$ cat config.mk
export PLATFORM = sky130hd
export DESIGN_NAME = iiq_simple
export DESIGN_NICKNAME = d
export VERILOG_FILES = /design/src/rtl/iiq_simple_pkg.sv /design/src/rtl/iiq_simple_select.sv /design/src/rtl/iiq_simple.sv
export SDC_FILE = /design/constraint.sdc
export NUM_CORES = 2
export LEC_CHECK = 0
export BUFFER_PORTS_ARGS = -buffer_cell sky130_fd_sc_hd__buf_2
export CORE_MARGIN = 2
export CORE_UTILIZATION = 40
export DETAILED_ROUTE_END_ITERATION = 8
export PLACE_DENSITY_LB_ADDON = 0.3
export SLEW_MARGIN = 40
export SYNTH_ARGS = -nofsm -noshare
export SYNTH_HDL_FRONTEND = slang
export SYNTH_HIERARCHICAL = 1
export SYNTH_SLANG_ARGS = --single-unit
$ cat constraint.sdc
create_clock -name clk -period 16 [get_ports clk]
set_input_delay 0.8 -clock clk [delete_from_list [all_inputs] [get_ports clk]]
set_output_delay 0.8 -clock clk [all_outputs]
set_load 0.03 [all_outputs]
$ cat src/rtl/iiq_simple_pkg.sv
// Shared types for the integer issue queue: entry layout, tag/data types and
// the per-source tag-match helpers used by the queue and its select logic.
package iiq_simple_pkg;

    localparam int ROB_ID_WIDTH   = 5;
    localparam int REG_DATA_WIDTH = 32;

    typedef logic [ROB_ID_WIDTH-1:0]   rob_id_t;
    typedef logic [REG_DATA_WIDTH-1:0] reg_data_t;
    typedef logic [3:0]                alu_op_t;

    typedef struct packed {
        logic      valid;
        logic      ready;
        rob_id_t   rob_id;
        reg_data_t data;
    } src_t;

    typedef struct packed {
        rob_id_t instr_rob_id;
        logic    dst_valid;
        alu_op_t alu_op;
        src_t    src1;
        src_t    src2;
    } iiq_entry_t;

    function automatic logic src_avail(input src_t s);
        return ~s.valid | s.ready;
    endfunction

    // A load result both supplies data and marks the operand ready; an ALU
    // broadcast only supplies data because the issue-time wakeup already set ready.
    function automatic src_t src_capture(
        input src_t      s,
        input logic      wake_v,
        input rob_id_t   wake_id,
        input logic      alu_v,
        input rob_id_t   alu_id,
        input reg_data_t alu_d,
        input logic      ld_v,
        input rob_id_t   ld_id,
        input reg_data_t ld_d
    );
        src_t r;
        r = s;
        if (s.valid) begin
            if (wake_v && s.rob_id == wake_id) r.ready = 1'b1;
            if (alu_v && s.rob_id == alu_id) r.data = alu_d;
            if (ld_v && s.rob_id == ld_id) begin
                r.data  = ld_d;
                r.ready = 1'b1;
            end
        end
        return r;
    endfunction

    function automatic reg_data_t src_forward(
        input src_t      s,
        input logic      alu_v,
        input rob_id_t   alu_id,
        input reg_data_t alu_d
    );
        return (alu_v && s.valid && s.rob_id == alu_id) ? alu_d : s.data;
    endfunction

endpackage

$ cat src/rtl/iiq_simple_select.sv
// Issue select: lowest-index eligible slot by default; with IIQ_AGE_SELECT_EN
// defined, an age matrix picks the oldest eligible slot instead.
module iiq_select
    import iiq_simple_pkg::*;
#(
    parameter int N_ENTRIES = 8
) (
`ifdef IIQ_AGE_SELECT_EN
    input  logic                 clk,
    input  logic                 rst,
    input  logic                 flush,
    input  logic [N_ENTRIES-1:0] valid,
    input  logic [N_ENTRIES-1:0] alloc,
    input  logic [N_ENTRIES-1:0] free,
`endif
    input  logic [N_ENTRIES-1:0] eligible,
    output logic [N_ENTRIES-1:0] grant,
    output logic                 any
);

    assign any = |eligible;

`ifdef IIQ_AGE_SELECT_EN
    // age[i][j] set means slot j is older than slot i
    logic [N_ENTRIES-1:0] age [N_ENTRIES];

    always_ff @(posedge clk) begin
        if (rst || flush) begin
            for (int unsigned i = 0; i < N_ENTRIES; i++) age[i] <= '0;
        end else begin
            for (int unsigned i = 0; i < N_ENTRIES; i++) begin
                if (alloc[i]) age[i] <= valid & ~free;
                else          age[i] <= age[i] & ~free;
            end
        end
    end

    always_comb begin
        grant = '0;
        for (int unsigned i = 0; i < N_ENTRIES; i++)
            grant[i] = eligible[i] & ~|(age[i] & eligible);
    end
`else
    assign grant = eligible & (~eligible + 1'b1);
`endif

endmodule

$ cat src/rtl/iiq_simple.sv
// Integer issue queue: accepts dispatched entries, tracks operand readiness and
// issues one eligible entry per cycle. Optional macro: IIQ_AGE_SELECT_EN.
module iiq_simple
    import iiq_simple_pkg::*;
#(
    parameter int N_ENTRIES = 8
) (
    input  logic       clk,
    input  logic       rst,
    output logic       iiq_dispatch_ready,
    input  logic       iiq_dispatch_valid,
    input  iiq_entry_t iiq_dispatch_data,
    output logic       iiq_wakeup_valid,
    output rob_id_t    iiq_wakeup_rob_id,
    input  logic       alu_issue_ready,
    output logic       alu_issue_valid,
    output iiq_entry_t alu_issue_data,
    input  logic       alu_broadcast_valid,
    input  rob_id_t    alu_broadcast_rob_id,
    input  reg_data_t  alu_broadcast_reg_data,
    input  logic       ld_broadcast_valid,
    input  rob_id_t    ld_broadcast_rob_id,
    input  reg_data_t  ld_broadcast_reg_data,
    input  logic       fetch_redirect_valid
);

    localparam int ENTRY_ID_W = $clog2(N_ENTRIES);

    logic [N_ENTRIES-1:0]  valid;
    iiq_entry_t            slots [N_ENTRIES];
    logic [N_ENTRIES-1:0]  eligible;
    logic [N_ENTRIES-1:0]  grant;
    logic [N_ENTRIES-1:0]  alloc;
    logic [N_ENTRIES-1:0]  free;
    logic                  any_eligible;
    logic                  issue_fire;
    logic                  dispatch_fire;
    logic                  alloc_found;
    logic [ENTRY_ID_W-1:0] alloc_idx;
    logic [ENTRY_ID_W-1:0] grant_idx;
    iiq_entry_t            issue_entry;
    logic                  wake_v;
    rob_id_t               wake_id;

    assign iiq_dispatch_ready = ~&valid;
    assign dispatch_fire      = iiq_dispatch_valid & iiq_dispatch_ready;

    always_comb begin
        eligible = '0;
        for (int unsigned i = 0; i < N_ENTRIES; i++)
            eligible[i] = valid[i] & src_avail(slots[i].src1) & src_avail(slots[i].src2);
    end

    always_comb begin
        alloc_idx   = '0;
        alloc_found = 1'b0;
        for (int unsigned i = 0; i < N_ENTRIES; i++) begin
            if (!valid[i] && !alloc_found) begin
                alloc_found = 1'b1;
                alloc_idx   = ENTRY_ID_W'(i);
            end
        end
        alloc = '0;
        if (dispatch_fire) alloc[alloc_idx] = 1'b1;
    end

    iiq_select #(
        .N_ENTRIES (N_ENTRIES)
    ) u_select (
`ifdef IIQ_AGE_SELECT_EN
        .clk      (clk),
        .rst      (rst),
        .flush    (fetch_redirect_valid),
        .valid    (valid),
        .alloc    (alloc),
        .free     (free),
`endif
        .eligible (eligible),
        .grant    (grant),
        .any      (any_eligible)
    );

    always_comb begin
        grant_idx = '0;
        for (int unsigned i = 0; i < N_ENTRIES; i++)
            if (grant[i]) grant_idx = ENTRY_ID_W'(i);
    end

    assign issue_fire  = any_eligible & alu_issue_ready;
    assign free        = issue_fire ? grant : '0;
    assign issue_entry = slots[grant_idx];
    assign wake_v      = issue_fire & issue_entry.dst_valid;
    assign wake_id     = issue_entry.instr_rob_id;

    // Consumer woken last cycle can issue now, before its ALU operand lands in the slot.
    always_comb begin
        alu_issue_data = '0;
        if (any_eligible) begin
            alu_issue_data           = issue_entry;
            alu_issue_data.src1.data = src_forward(issue_entry.src1, alu_broadcast_valid,
                                                   alu_broadcast_rob_id, alu_broadcast_reg_data);
            alu_issue_data.src2.data = src_forward(issue_entry.src2, alu_broadcast_valid,
                                                   alu_broadcast_rob_id, alu_broadcast_reg_data);
        end
    end

    assign alu_issue_valid   = any_eligible;
    assign iiq_wakeup_valid  = wake_v;
    assign iiq_wakeup_rob_id = wake_v ? wake_id : '0;

    always_ff @(posedge clk) begin
        if (rst) begin
            valid <= '0;
        end else begin
            for (int unsigned i = 0; i < N_ENTRIES; i++) begin
                if (fetch_redirect_valid) valid[i] <= 1'b0;
                else if (free[i])         valid[i] <= 1'b0;
                else if (alloc[i])        valid[i] <= 1'b1;
            end
        end
    end

    always_ff @(posedge clk) begin
        for (int unsigned i = 0; i < N_ENTRIES; i++) begin
            if (alloc[i]) begin
                slots[i] <= iiq_dispatch_data;
            end else if (valid[i]) begin
                slots[i].src1 <= src_capture(slots[i].src1, wake_v, wake_id,
                                             alu_broadcast_valid, alu_broadcast_rob_id, alu_broadcast_reg_data,
                                             ld_broadcast_valid, ld_broadcast_rob_id, ld_broadcast_reg_data);
                slots[i].src2 <= src_capture(slots[i].src2, wake_v, wake_id,
                                             alu_broadcast_valid, alu_broadcast_rob_id, alu_broadcast_reg_data,
                                             ld_broadcast_valid, ld_broadcast_rob_id, ld_broadcast_reg_data);
            end
        end
    end

    // One producer tag cannot be both an ALU and a load result in the same cycle.
    always_ff @(posedge clk) begin
        if (!rst) begin
            for (int unsigned i = 0; i < N_ENTRIES; i++) begin
                assert (!(valid[i] && slots[i].src1.valid && alu_broadcast_valid && ld_broadcast_valid
                          && slots[i].src1.rob_id == alu_broadcast_rob_id
                          && slots[i].src1.rob_id == ld_broadcast_rob_id));
                assert (!(valid[i] && slots[i].src2.valid && alu_broadcast_valid && ld_broadcast_valid
                          && slots[i].src2.rob_id == alu_broadcast_rob_id
                          && slots[i].src2.rob_id == ld_broadcast_rob_id));
            end
        end
    end

endmodule

==> flow_summary.toml <==
[yosys]
ys_warn_count = 6
avgSynthCellArea_um2 = 9.63
synth_compound_area_share_pct = 13.9
syn_nets = 4710
yosysUniqueCellTypes = 72
synth_xor_area_share_pct = 3.97
yosysSeqAreaShare_pct = 48.7
postSynthCellCount = 4541
synth_fa_ha_area_share_pct = 0
ys_ff_latch = 712
synthSimpleGateAreaFrac_pct = 14.5
synth_flop_cell = "edfxtp_1"
synthMuxAreaShare_pct = 13.7
synthArstFlopShare_pct = 0
synth_top_family_by_area = "simple AND/OR/NAND/NOR gates"
synth-edff-count = 704
netlist_area_um2 = 43700

[placed_design]
io_buffers = 264
hpwl_um = 97200
placed_cells = 5752
gp_congestion = 0.945
dp_slack_ns = 8.76

[grt]
first_global_vias = 34300
antenna_found_initial = 33
grt_pass1_wl_um = 240000
grt_max_degree = 147
grt_use_met1_pct = 39.3
grt_util_met3_pct = 6.96
met2_usage_pct = 44.4
grt_overflow = 0
grt_busiest_layer = "met2"
grt_usage_pct = 28.9

[layout]
final_common_cell = "edfxtp_1"
nets = 4598
final_cell_mix = "704 x edfxtp_1, 666 x nand2_1, 592 x mux2i_1"
num-fill-cells = 10300
drive_above_1_share_pct = 12.1
stdcell_count = 5919
syn2layout_area_growth_pct = 11.2

[setup_path]
r2r-start = "valid[1]"
critical_path_peak_fanout = 81
worstPathArrival_ns = 7.25
slowest_stage = "dfxtp_4"
r2r_cells = 12
cp_cell_sequence = "inv_1 -> a221oi_1 -> nor4_4 -> and3b_2 -> nor2_1 -> a21o_4 -> buf_4 -> buf_6 -> nand2_1 -> and3_1 -> a311oi_1 -> o21ai_0 -> mux2i_1 -> buf_2"
crit_required_ns = 15.20
reg2reg_slack_ns = 9.82
crit_type = "reg -> out"
crit_path_end_kind = "output port"
timing.rr.end = "slots[5][76]"
cp_slowest_stage_delay_ns = 0.83
critPathLaunchType = "flop"

[die]
core_um2 = 109000
dieHeight_um = 335
io_pins = 265
start_util_pct = 40.2
die_w_um = 335
die-area_um2 = 112000
rows = 121

[min_path]
min_path_type = "in -> reg"
whs_path_depth = 1
hp-start = "iiq_dispatch_data[87]"
holdPathEnd = "slots[3][87]"

[sta]
hold_violations = 0
finalCritPeriodShare_pct = 50.3
setup_slack_ns = 7.95
timing.slew.headroom_pct = 38.1
worst_slew_pin_slew_ns = 0.929
fmax_mhz = 124
drv_slew = 0
fin_worst_skew_ns = 0.0327
fin_setup_tns_ns = 0
setup_violations = 0
whs_ns = 0.421
rsz0062_at_grt = "false"
fin_crit_ns = 8.05

[clocking]
cts_buffers = 81
cts.clk_slew.worst_paths_ns = 0.06
cts.repair.resized = 0
cts_tree = "yes"
cts_setup_buffers = 0
postCtsHoldBufs = 0
root_buffer = "clkbuf_16"
h-tree-depth = 3
cts.sinks = 712
insertion_delay_ns = 0.68
clock_path_buffers = 3

[routing]
first_pass_iters = 6
wl_per_cell_um = 28.2
num_vias = 36500
drt_iter0_drc = 4734
drc = 0
finalWirelength_um = 167000
ant_nets = 0
vias_per_cell = 6.16

[pwr]
p_leak_nw = 17.1
power_mw = 4.40
ir_drop_mv = 0.0697
powerDensity_nw_per_um2 = 90.5

[job]
maxCapViolCount = 0

[status]
outcome = "complete, no violations"
-- kinds of logic after synthesis --
kind of cell    Yosys count
compound gates          978
buf+inv                 585
simple gates           1474
xor+xnor                198
mux                     594
flops                   712
-- power breakdown --
part	internal (mW)	switching, mW
Clock	1.11	0.821
Combinational	0.121	0.260
Sequential	2.07	0.0136
Total	3.31	1.09
-- worst max-delay path, delay by kind of cell (launching register included) --
family          cells  cell delay, ns
simple gates        5            1.25
compound gates      4            1.76
mux                 1            0.63
buf+inv             4            2.03
flops               1            0.83
-- routing by layer --
metal / vias up / share of wire (%)
li1: 16200 / -
met1: 17700 / 40
met2: 2131 / 44
met3: 408 / 12
met4: 42 / 3.8
met5: - / 0.15
-- cell usage after synthesis (4+ instances only) --
cell,number,area share [%]
edfxtp_1,704,48
nand2_1,667,5.7
mux2i_1,592,14
nor2_1,489,4.2
a21oi_1,479,5.5
clkbuf_1,426,3.7
and3_1,148,2.1
o21ai_0,147,1.7
xor2_1,132,2.6
a311oi_1,131,2.6
buf_1,85,0.73
xnor2_1,66,1.3
o2bb2ai_1,64,1.3
nand3_1,59,0.68
inv_1,38,0.33
nor4_1,32,0.46
or3_1,30,0.43
a31oi_1,27,0.39
buf_2,22,0.25
o211ai_1,22,0.38
o2111ai_1,17,0.34
a221oi_1,14,0.28
o41ai_1,13,0.26
a22oi_1,10,0.17
nand4_1,10,0.14
a211oi_1,9,0.15
dfxtp_1,8,0.37
buf_6,7,0.18
nor3_1,7,0.080
a21boi_0,5,0.086
or2_2,5,0.072
a221o_1,4,0.092
o21a_1,4,0.069
o21bai_1,4,0.069
o22ai_1,4,0.057
o31ai_1,4,0.069
-- per-stage QoR --
step | utilization [%] | cell area [µm²]
after CTS | 44.5 | 48400
after floorplan | - | 43700
final | 44.7 | 48600
after global routing | 44.7 | 48600
after global placement | 41.8 | 45500
after detailed placement | 42.1 | 45700
-- how the worst max path moves through the flow --
stage,start,to,slack (ns)
2_1_floorplan,ld_broadcast_rob_id[2],slots[7][0],10.37
3_5_place_dp,valid[1],alu_issue_data[57],8.76
3_3_place_gp,valid[1],alu_issue_data[3],8.35
6_report,valid[1],alu_issue_data[2],7.95
4_1_cts,valid[1],alu_issue_data[57],8.01
5_1_grt,valid[1],alu_issue_data[4],7.67
-- area by class of cell --
type | count | area [µm²] | share of cell area, %
Sequential cell | 712 | 21300 | 43.9
Multi-Input combinational cell | 3244 | 20400 | 41.9
Antenna cell | 11 | 27.5 | 0.0566
Inverter | 41 | 158 | 0.324
Clock inverter | 48 | 582 | 1.20
Timing Repair Buffer | 349 | 2250 | 4.62
Clock buffer | 100 | 2120 | 4.36
Tap cell | 1414 | 1770 | 3.64
-- sequential cells by signal (all words and copies together) (netlist names) --
name / flops
valid: 8
slots: 704
No activity file was read; power rests on OpenSTA's default activity.
